### src/rtl/multicycle_controller_if.sv
// rtl/multicycle_controller_if.sv - control bus between the multicycle controller and the ARMCPU datapath
interface multicycle_controller_if #(
    parameter int INSTR_W  = 16,
    parameter int ALUCTL_W = 5
);
    logic [INSTR_W-1:0]  instr;
    logic [3:0]          alu_flags;
    logic                mem_ready;
    logic                irwrite;
    logic                pcwrite;
    logic                adrsrc;
    logic                memwrite;
    logic                regwrite;
    logic [1:0]          resultsrc;
    logic                alusrca;
    logic [1:0]          alusrcb;
    logic [ALUCTL_W-1:0] alucontrol;
    logic [1:0]          immsrc;
    logic [3:0]          flags;
    logic                cond_fail;
    logic [3:0]          state;

    modport master (
        input  instr, alu_flags, mem_ready,
        output irwrite, pcwrite, adrsrc, memwrite, regwrite, resultsrc,
               alusrca, alusrcb, alucontrol, immsrc, flags, cond_fail, state
    );

    modport slave (
        output instr, alu_flags, mem_ready,
        input  irwrite, pcwrite, adrsrc, memwrite, regwrite, resultsrc,
               alusrca, alusrcb, alucontrol, immsrc, flags, cond_fail, state
    );
endinterface

### src/rtl/multicycle_controller.sv
// rtl/multicycle_controller.sv - Moore FSM multicycle control unit with NZCV flags; MCCTRL_MEM_WAIT_EN adds memory wait states
module multicycle_controller #(
    parameter int                  INSTR_W  = 16,
    parameter int                  ALUCTL_W = 5,
    parameter logic [ALUCTL_W-1:0] ALU_ADD  = ALUCTL_W'(5'd0)
) (
    input  logic                   clk,
    input  logic                   reset,
    multicycle_controller_if.master bus
);
    typedef enum logic [3:0] {
        S_RST    = 4'd0,
        S_FETCH  = 4'd1,
        S_DECODE = 4'd2,
        S_EXEC   = 4'd3,
        S_ALUWB  = 4'd4,
        S_MEMADR = 4'd5,
        S_MEMRD  = 4'd6,
        S_MEMWB  = 4'd7,
        S_MEMWR  = 4'd8,
        S_BRANCH = 4'd9,
        S_LDI    = 4'd10
    } state_e;

    state_e     state_q, state_d;
    logic [3:0] flags_q, flags_d;

    logic [3:0] cond;
    logic [1:0] op;
    logic       sl;
    logic [4:0] fn;
    logic       cond_pass;
    logic       mem_ok;

    assign cond = bus.instr[INSTR_W-1:INSTR_W-4];
    assign op   = bus.instr[INSTR_W-5:INSTR_W-6];
    assign sl   = bus.instr[INSTR_W-7];
    assign fn   = bus.instr[INSTR_W-8:INSTR_W-12];

`ifdef MCCTRL_MEM_WAIT_EN
    assign mem_ok = bus.mem_ready;
    logic unused_low_bits;
    assign unused_low_bits = &{1'b0, bus.instr[INSTR_W-13:0]};
`else
    assign mem_ok = 1'b1;
    logic unused_low_bits;
    assign unused_low_bits = &{1'b0, bus.instr[INSTR_W-13:0], bus.mem_ready};
`endif

    // Condition is judged against the registered flags, never the live ALU flags.
    always_comb begin
        logic n, z, c, v;
        {n, z, c, v} = flags_q;
        cond_pass = 1'b0;
        case (cond)
            4'b0000: cond_pass = z;
            4'b0001: cond_pass = !z;
            4'b0010: cond_pass = c;
            4'b0011: cond_pass = !c;
            4'b0100: cond_pass = n;
            4'b0101: cond_pass = !n;
            4'b0110: cond_pass = v;
            4'b0111: cond_pass = !v;
            4'b1000: cond_pass = c && !z;
            4'b1001: cond_pass = !c || z;
            4'b1010: cond_pass = (n == v);
            4'b1011: cond_pass = (n != v);
            4'b1100: cond_pass = !z && (n == v);
            4'b1101: cond_pass = z || (n != v);
            4'b1110: cond_pass = 1'b1;
            default: cond_pass = 1'b0;
        endcase
    end

    always_ff @(posedge clk or negedge reset) begin
        if (!reset) begin
            state_q <= S_RST;
            flags_q <= 4'b0000;
        end else begin
            state_q <= state_d;
            flags_q <= flags_d;
        end
    end

    always_comb begin
        state_d        = state_q;
        flags_d        = flags_q;
        bus.irwrite    = 1'b0;
        bus.pcwrite    = 1'b0;
        bus.adrsrc     = 1'b0;
        bus.memwrite   = 1'b0;
        bus.regwrite   = 1'b0;
        bus.resultsrc  = 2'b00;
        bus.alusrca    = 1'b0;
        bus.alusrcb    = 2'b00;
        bus.alucontrol = '0;
        bus.immsrc     = 2'b00;
        bus.cond_fail  = 1'b0;

        case (state_q)
            S_RST: state_d = S_FETCH;

            S_FETCH: begin
                bus.irwrite    = 1'b1;
                bus.pcwrite    = 1'b1;
                bus.alusrcb    = 2'b10;
                bus.alucontrol = ALU_ADD;
                bus.resultsrc  = 2'b10;
                if (mem_ok) state_d = S_DECODE;
            end

            S_DECODE: begin
                if (!cond_pass) begin
                    bus.cond_fail = 1'b1;
                    state_d       = S_FETCH;
                end else begin
                    case (op)
                        2'b00:   state_d = S_EXEC;
                        2'b01:   state_d = S_MEMADR;
                        2'b10:   state_d = S_BRANCH;
                        default: state_d = S_LDI;
                    endcase
                end
            end

            S_EXEC: begin
                bus.alusrca    = 1'b1;
                bus.alusrcb    = fn[4] ? 2'b01 : 2'b00;
                bus.alucontrol = ALUCTL_W'(fn);
                state_d        = S_ALUWB;
            end

            // The only place the flags register is ever loaded.
            S_ALUWB: begin
                bus.regwrite  = 1'b1;
                bus.resultsrc = 2'b00;
                if (sl) flags_d = bus.alu_flags;
                state_d = S_FETCH;
            end

            S_MEMADR: begin
                bus.alusrca    = 1'b1;
                bus.alusrcb    = 2'b01;
                bus.immsrc     = 2'b01;
                bus.alucontrol = ALU_ADD;
                state_d        = sl ? S_MEMRD : S_MEMWR;
            end

            S_MEMRD: begin
                bus.adrsrc = 1'b1;
                if (mem_ok) state_d = S_MEMWB;
            end

            S_MEMWB: begin
                bus.regwrite  = 1'b1;
                bus.resultsrc = 2'b01;
                state_d       = S_FETCH;
            end

            S_MEMWR: begin
                bus.adrsrc   = 1'b1;
                bus.memwrite = 1'b1;
                if (mem_ok) state_d = S_FETCH;
            end

            S_BRANCH: begin
                bus.alusrcb    = 2'b01;
                bus.immsrc     = 2'b10;
                bus.alucontrol = ALU_ADD;
                bus.resultsrc  = 2'b10;
                bus.pcwrite    = 1'b1;
                state_d        = S_FETCH;
            end

            S_LDI: begin
                bus.immsrc    = 2'b11;
                bus.resultsrc = 2'b11;
                bus.regwrite  = 1'b1;
                state_d       = S_FETCH;
            end

            default: state_d = S_RST;
        endcase
    end

    assign bus.flags = flags_q;
    assign bus.state = state_q;
endmodule

### src/flat_wrapper.sv
// flat-port wrapper written by rule: the top's interface ports become plain ports
module multicycle_controller_flat 
#(
    parameter int                  INSTR_W  = 16,
    parameter int                  ALUCTL_W = 5,
    parameter logic [ALUCTL_W-1:0] ALU_ADD  = ALUCTL_W'(5'd0)
)
  (clk, reset, bus_instr, bus_alu_flags, bus_mem_ready, bus_irwrite, bus_pcwrite, bus_adrsrc, bus_memwrite, bus_regwrite, bus_resultsrc, bus_alusrca, bus_alusrcb, bus_alucontrol, bus_immsrc, bus_flags, bus_cond_fail, bus_state);
  multicycle_controller_if #(.INSTR_W(INSTR_W), .ALUCTL_W(ALUCTL_W)) bus_i ();
  input  logic clk;
  input  logic reset;
  input wire logic [$bits(bus_i.instr)-1:0] bus_instr;
  input wire logic [$bits(bus_i.alu_flags)-1:0] bus_alu_flags;
  input wire logic [$bits(bus_i.mem_ready)-1:0] bus_mem_ready;
  output wire logic [$bits(bus_i.irwrite)-1:0] bus_irwrite;
  output wire logic [$bits(bus_i.pcwrite)-1:0] bus_pcwrite;
  output wire logic [$bits(bus_i.adrsrc)-1:0] bus_adrsrc;
  output wire logic [$bits(bus_i.memwrite)-1:0] bus_memwrite;
  output wire logic [$bits(bus_i.regwrite)-1:0] bus_regwrite;
  output wire logic [$bits(bus_i.resultsrc)-1:0] bus_resultsrc;
  output wire logic [$bits(bus_i.alusrca)-1:0] bus_alusrca;
  output wire logic [$bits(bus_i.alusrcb)-1:0] bus_alusrcb;
  output wire logic [$bits(bus_i.alucontrol)-1:0] bus_alucontrol;
  output wire logic [$bits(bus_i.immsrc)-1:0] bus_immsrc;
  output wire logic [$bits(bus_i.flags)-1:0] bus_flags;
  output wire logic [$bits(bus_i.cond_fail)-1:0] bus_cond_fail;
  output wire logic [$bits(bus_i.state)-1:0] bus_state;
  assign bus_i.instr = bus_instr;
  assign bus_i.alu_flags = bus_alu_flags;
  assign bus_i.mem_ready = bus_mem_ready;
  assign bus_irwrite = bus_i.irwrite;
  assign bus_pcwrite = bus_i.pcwrite;
  assign bus_adrsrc = bus_i.adrsrc;
  assign bus_memwrite = bus_i.memwrite;
  assign bus_regwrite = bus_i.regwrite;
  assign bus_resultsrc = bus_i.resultsrc;
  assign bus_alusrca = bus_i.alusrca;
  assign bus_alusrcb = bus_i.alusrcb;
  assign bus_alucontrol = bus_i.alucontrol;
  assign bus_immsrc = bus_i.immsrc;
  assign bus_flags = bus_i.flags;
  assign bus_cond_fail = bus_i.cond_fail;
  assign bus_state = bus_i.state;
  multicycle_controller #(.INSTR_W(INSTR_W), .ALUCTL_W(ALUCTL_W), .ALU_ADD(ALU_ADD)) u_core (.clk(clk), .reset(reset), .bus(bus_i));
endmodule
### config.mk
export PLATFORM = sky130hd
export DESIGN_NAME = multicycle_controller_flat
export DESIGN_NICKNAME = d
export VERILOG_FILES = /design/src/rtl/multicycle_controller_if.sv /design/src/rtl/multicycle_controller.sv /design/src/flat_wrapper.sv
export SDC_FILE = /design/constraint.sdc
export NUM_CORES = 1
export LEC_CHECK = 0
export BUFFER_PORTS_ARGS = -buffer_cell sky130_fd_sc_hd__buf_2
export CORE_MARGIN = 8
export CORE_UTILIZATION = 48
export DETAILED_ROUTE_END_ITERATION = 10
export GPL_TIMING_DRIVEN = 0
export PLACE_DENSITY_LB_ADDON = 0.05
export SKIP_CTS_REPAIR_TIMING = 1
export SLEW_MARGIN = 20
export SYNTH_ARGS = -nofsm -noshare
export SYNTH_HDL_FRONTEND = slang
export SYNTH_SLANG_ARGS = --single-unit
export TNS_END_PERCENT = 20
### constraint.sdc
create_clock -name clk -period 4.8 [get_ports clk]
set_input_delay 0.72 -clock clk [delete_from_list [all_inputs] [get_ports clk]]
set_output_delay 0.72 -clock clk [all_outputs]
set_load 0.005 [all_outputs]
==> results of run 1 <==
layout by cell type, fill, tap and decap left out, drive strengths merged, types with 2 or more instances in the layout:
| master | synthesis | layout |
|---|---|---|
| nor2 | 8 | 8 |
| nor3 | 5 | 5 |
| o21ai | 4 | 4 |
| a21oi | 9 | 9 |
| a31o | 2 | 2 |
| nand2 | 10 | 10 |
| xnor2 | 2 | 2 |
| buf | 6 | 47 |
| dfrtp | 8 | 8 |
| ha | 3 | 3 |
| nand2b | 5 | 5 |
| mux2 | 6 | 6 |
| nand3b | 2 | 2 |
| clkbuf | 3 | 6 |
| inv | 7 | 7 |
| nor4bb | 2 | 2 |
| nor2b | 5 | 5 |
| and3 | 2 | 2 |
| and2 | 6 | 6 |
| a21o | 2 | 2 |
metrics by stage:
step	cell area, µm²	setup slack (ns)	utilization (%)
after floorplan	923	2.29	-
after global placement	1160	2.02	61.8
after detailed placement	1160	2.00	61.8
after CTS	1180	1.99	63.0
after global routing	1180	1.89	63.0
final	1180	2.00	63.0
flip-flops by register name (all words and copies together), names as in the netlist:
name / cells
u_core.bus.flags: 4
u_core.bus.state: 4
power by group:
| group | leakage (nW) | switching [W] | internal, W | total, W |
|---|---|---|---|---|
| logic | 0.500 | 0.000201 | 0.000195 | 0.000397 |
| clock network | 0.0138 | 0.0000201 | 0.0000284 | 0.0000485 |
| registers | 0.0999 | 0.0000498 | 0.0000973 | 0.000147 |
| total | 0.614 | 0.000271 | 0.000321 | 0.000592 |
routing by layer:
| metal | GRT usage (%) | vias up | part of all wire [%] | wire (µm) |
|---|---|---|---|---|
| met5 | 0 | - | 0 | 0 |
| met4 | 4.76 | 0 | 0.69 | 17 |
| met3 | 3.66 | 2 | 9.0 | 222 |
| met2 | 23.8 | 34 | 49 | 1210 |
| met1 | 15.6 | 441 | 41 | 1010 |
| li1 | - | 490 | - | - |
cells by family after synthesis:
group | share of synthesized area, %
AOI/OAI and AO/OA | 24.5
buffers and inverters | 10.2
and+or+nand+nor | 30.4
adders and majority gates | 4.07
DFF | 21.7
muxes | 7.32
xor gates and xnor gates | 1.90
synthesized netlist by cell type (4+ instances only):
master and count:
nand2_1 10, nor2b_1 4, a21oi_1 8, and2_1 6, inv_1 7, nor2_1 8, dfrtp_1 8, mux2_1 6
nand2b_1 5, nor3_1 5
worst paths after layout:
path,slack [ns],endpoint,depth (start not counted),startpoint
min in group clk,0.60,u_core.bus.flags[2],1,u_core.bus.flags[2]
max in group asynchronous,4.34,u_core.bus.flags[2],1,reset
setup reg to reg,2.98,u_core.bus.state[0],5,u_core.bus.flags[0]
hold reg to reg,0.60,u_core.bus.flags[2],1,u_core.bus.flags[2]
setup / recovery,2.00,bus_cond_fail,8,bus_instr[14]
hold / removal,0.30,u_core.bus.state[3],1,reset
area by class of cell:
| type | count | area (µm²) |
|---|---|---|
| fillers | 197 | 697 |
| flip-flops and latches | 8 | 200 |
| repair buffers | 41 | 205 |
| clock buffers | 3 | 22.5 |
| multi-input cells | 89 | 629 |
| inverters | 7 | 26.3 |
| well taps | 27 | 33.8 |
| plain buffers | 9 | 67.6 |
==> results.json, run 1 <==
{
  "crit_arrival_ns": 2.08,
  "end_kind": "output port",
  "fin_total_pwr_w": 0.000592,
  "synth_edf_count": 0,
  "slowest_stage": "or3b_1",
  "dieArea_um2": 3580,
  "cts_tree": "built",
  "layout.nets": 185,
  "clk_pin_slew_ns": 0.05,
  "grt_max_degree": 11,
  "fp.dieW_um": 59.9,
  "synthArstFlopShare_pct": 100,
  "final_cells": 184,
  "crit_top_cell": "buf_2",
  "io_pins": 49,
  "grt_usage_pct": 13.7,
  "powerDensity_nw_per_um2": 500,
  "synth_area_leader_cell": "dfrtp_1",
  "clock_latency_ns": 0.25,
  "synthTopCellsByArea": "dfrtp_1 (22%), mux2_1 (7.3%), a21oi_1 (4.3%), and2_1 (4.1%), ha_1 (4.1%)",
  "wl_per_cell_um": 13.4,
  "cts_made_buffers": 3,
  "gp_congestion": 0.809,
  "clock_path_buffers": 2,
  "hold_ws_ns": 0.299,
  "cpPeakStageDelay_ns": 0.36,
  "routed_wl_um": 2460,
  "yosysWarnings": 0,
  "die_y_um": 59.9,
  "cts-root-buf": "clkbuf_4",
  "outcome": "finished, final reports clean",
  "grt_pass1_wl_um": 3950,
  "antenna_found_initial": 0,
  "crit_required_ns": 4.08,
  "cp_max_fo": 10,
  "max-cap-violations": 0,
  "hp-class": "in -> async",
  "synthFlopType": "dfrtp_1",
  "grt_pass1_vias": 895,
  "grt_overflow": 0,
  "vias": 967,
  "drc": 0,
  "critical-path-top-delay-family": "compound AO/OA/AOI/OAI gates",
  "hpwlAfterDp_um": 2030,
  "synth_seq_area_share_pct": 21.7,
  "ir_drop_uv": 281,
  "ant_nets": 0,
  "clock_sinks": 8,
  "initial_core_util_pct": 49.1,
  "rows": 16,
  "hold_viol": 0,
  "finalCriticalPeriod_ns": 2.80,
  "grt_setup_unrepaired": "no",
  "syn_area_per_cell_um2": 8.17,
  "synthToLayoutAreaGrowth_pct": 28.3,
  "setup_viol": 0,
  "finalClockSkew_ns": 0.00301,
  "via_per_inst": 5.26,
  "worstSetupPathType": "in -> out",
  "ys_ff_latch": 8,
  "initialDrtViolationCount": 17,
  "tns_ns": 0,
  "synthCells": 113,
  "antenna-diode-count": 0,
  "cts.htree.levels": 1,
  "layout-drive-gt1-share_pct": 36.3,
  "core_um2": 1880,
  "syn-num-nets": 139,
  "cp_num_buf_inv": 3,
  "slew_viol_final": 0,
  "dp_cells": 181,
  "leakagePower_nw": 0.614,
  "syn_area_um2": 923,
  "fmax_ghz": 0.357,
  "synth.top_cell.area_share_pct": 21.7,
  "tightest_slew_ns": 0.462,
  "relSlewSlack_pct": 69.0,
  "numPortBuffers": 41,
  "fin_crit_sh_pct": 58.3,
  "ys_types": 41,
  "start_kind": "input port",
  "path_cells": "buf_2, buf_6, or3b_1, a21oi_2, a311oi_2, o221ai_2, nor2b_1, buf_2",
  "dr.pass1.iters": 4
}
Power figures use the tool's default switching activity.
==> run 2, diff against run 1 <==
--- a/config.mk
+++ b/config.mk
@@ -7,7 +7,7 @@
 export LEC_CHECK = 0
 export BUFFER_PORTS_ARGS = -buffer_cell sky130_fd_sc_hd__buf_2
 export CORE_MARGIN = 8
-export CORE_UTILIZATION = 48
+export CORE_UTILIZATION = 40
 export DETAILED_ROUTE_END_ITERATION = 10
 export GPL_TIMING_DRIVEN = 0
 export PLACE_DENSITY_LB_ADDON = 0.05
==> constraint.sdc (replaced) <==
create_clock -name clk -period 2.3 [get_ports clk]
set_input_delay 0.345 -clock clk [delete_from_list [all_inputs] [get_ports clk]]
set_output_delay 0.345 -clock clk [all_outputs]
set_load 0.005 [all_outputs]
==> run 2 against run 1 <==
  * Wire length is essentially flat
  * First-iteration DRC count up 5.9%
  * Combinational power increased by 110%
  * Via count decreased by 1.0%
  * Cell area up 1.7%
  * Total power up 110%
  * Register-to-register slack got worse by 2.4 ns
  * Flip-flop and latch count stayed put
  * Setup slack got worse by 1.9 ns
  * Hold slack better by 0.0033 ns
  * Clock skew fell by 0.0014 ns
  * Highest routed layer unchanged
==> results.json, run 2 (synthesis results as in run 1) <==
{
  "outcome": "finished, final reports clean",
  "layout.nets": 186,
  "relSlewSlack_pct": 72.1,
  "grt_pass1_wl_um": 4190,
  "initialDrtViolationCount": 18,
  "register_area_um2": 201,
  "numPortBuffers": 41,
  "worst_slack_ns": 0.143,
  "max-cap-violations": 0,
  "wl_per_cell_um": 13.2,
  "finalCriticalPeriod_ns": 2.16,
  "slew_viol_final": 0,
  "powerDensity_nw_per_um2": 1040,
  "worstSetupPathType": "reg -> out",
  "via_per_inst": 5.15,
  "crit_arrival_ns": 1.81,
  "rows": 17,
  "cts_made_buffers": 3,
  "antenna_found_initial": 0,
  "hp-class": "in -> reg",
  "initial_core_util_pct": 42.1,
  "fill_cells": 227,
  "layout-drive-gt1-share_pct": 37.3,
  "multi_input_area_um2": 637,
  "start_kind": "register",
  "grt_setup_unrepaired": "no",
  "pre_cts_ws_ns": 0.260,
  "vias": 957,
  "cts_tree": "built",
  "cp_num_buf_inv": 1,
  "grt_overflow": 0,
  "crit_required_ns": 1.96,
  "ir_drop_uv": 635,
  "dieArea_um2": 4100,
  "synthToLayoutAreaGrowth_pct": 30.5,
  "dr.pass1.iters": 4,
  "fmax_ghz": 0.464,
  "grt_pass1_vias": 957,
  "die_y_um": 64.0,
  "cts-root-buf": "clkbuf_4",
  "fin_crit_sh_pct": 93.8,
  "clk_pin_slew_ns": 0.05,
  "cpPeakStageDelay_ns": 0.47,
  "fp.dieW_um": 64.0,
  "r2r_slack_ns": 0.63,
  "finalClockSkew_ns": 0.00163,
  "critical-path-top-delay-family": "compound AO/OA/AOI/OAI gates",
  "tightest_slew_ns": 0.415,
  "core_um2": 2190,
  "gp_congestion": 0.801,
  "clock_latency_ns": 0.25,
  "hold_viol": 0,
  "final_cell_mix": "buf_2 (41), nand2_1 (10), nor2_1 (8), a21oi_1 (8)",
  "io_pins": 49,
  "drc": 0,
  "hpwlAfterDp_um": 1950,
  "routed_wl_um": 2460,
  "clock_path_buffers": 2,
  "setup_viol": 0,
  "cp_max_fo": 6,
  "clock_sinks": 8,
  "grt_usage_pct": 11.8,
  "leakagePower_nw": 0.622,
  "grt_max_degree": 11,
  "cts.htree.levels": 1,
  "postLayoutCoreUtil_pct": 55.0,
  "tns_ns": 0,
  "final_common_cell": "buf_2",
  "end_kind": "output port",
  "path_cells": "xnor2_2, a32oi_4, a311oi_2, o221ai_2, nor2b_1, buf_2",
  "slowest_stage": "dfrtp_1",
  "antenna-diode-count": 0,
  "ant_nets": 0
}
==> run 2: cell count changes in the layout (fill, tap and decap cells not counted), sizes merged <==
| cell | previous run | this run |
|---|---|---|
| dlygate4sd3 | 0 | 1 |
==> run 2: path summary, 6_finish.rpt <==
check,startpoint,endpoint,cells past startpoint
setup / recovery,u_core.bus.flags[3],bus_cond_fail,6
hold / removal,bus_alu_flags[1],u_core.bus.flags[1],2
setup reg to reg,u_core.bus.flags[3],u_core.bus.state[0],5
hold reg to reg,u_core.bus.flags[2],u_core.bus.flags[2],1
max in group asynchronous,reset,u_core.bus.flags[0],2
min in group asynchronous,reset,u_core.bus.flags[2],2
==> run 2: report_power, final <==
part / leakage [nW] / total, W / internal (W) / switching (W)
Sequential: 0.0988 / 0.000312 / 0.000205 / 0.000107
Clock: 0.0138 / 0.000103 / 0.0000594 / 0.0000437
Combinational: 0.509 / 0.000836 / 0.000419 / 0.000418
==> run 2: worst register-to-register path, delay by kind of cell (launching register included) <==
kind / cells / cell delay [ns]
xor gates and xnor gates: 1 / 0.26
DFF: 1 / 0.47
AOI/OAI and AO/OA: 4 / 0.85
==> run 2: through the flow <==
step                      std cells  cell area (µm²)  power (W)  hold slack (ns)
after floorplan                 113              923   0.000840           0.0494
after global placement          182             1160    0.00112            0.188
after detailed placement        182             1160    0.00114            0.190
after CTS                       185             1190    0.00125          -0.0822
after global routing            186             1200    0.00138            0.303
final                           186             1200    0.00125            0.303
==> run 2: cell type report <==
class	count	share of cell area, %
clock buffer	3	1.87
buffer	9	5.61
timing repair buffer	42	17.9
multi-input combinational	89	52.9
tap	28	2.91
sequential	8	16.7
inverter	7	2.18
==> run 2: routing by layer <==
| metal | part of all wire (%) | up-vias | GRT usage (%) |
|---|---|---|---|
| met5 | 0 | - | 0 |
| met4 | 0.85 | 0 | 2.51 |
| met3 | 7.4 | 2 | 4.01 |
| met2 | 45 | 27 | 18.9 |
| met1 | 47 | 437 | 15.0 |
| li1 | - | 491 | - |
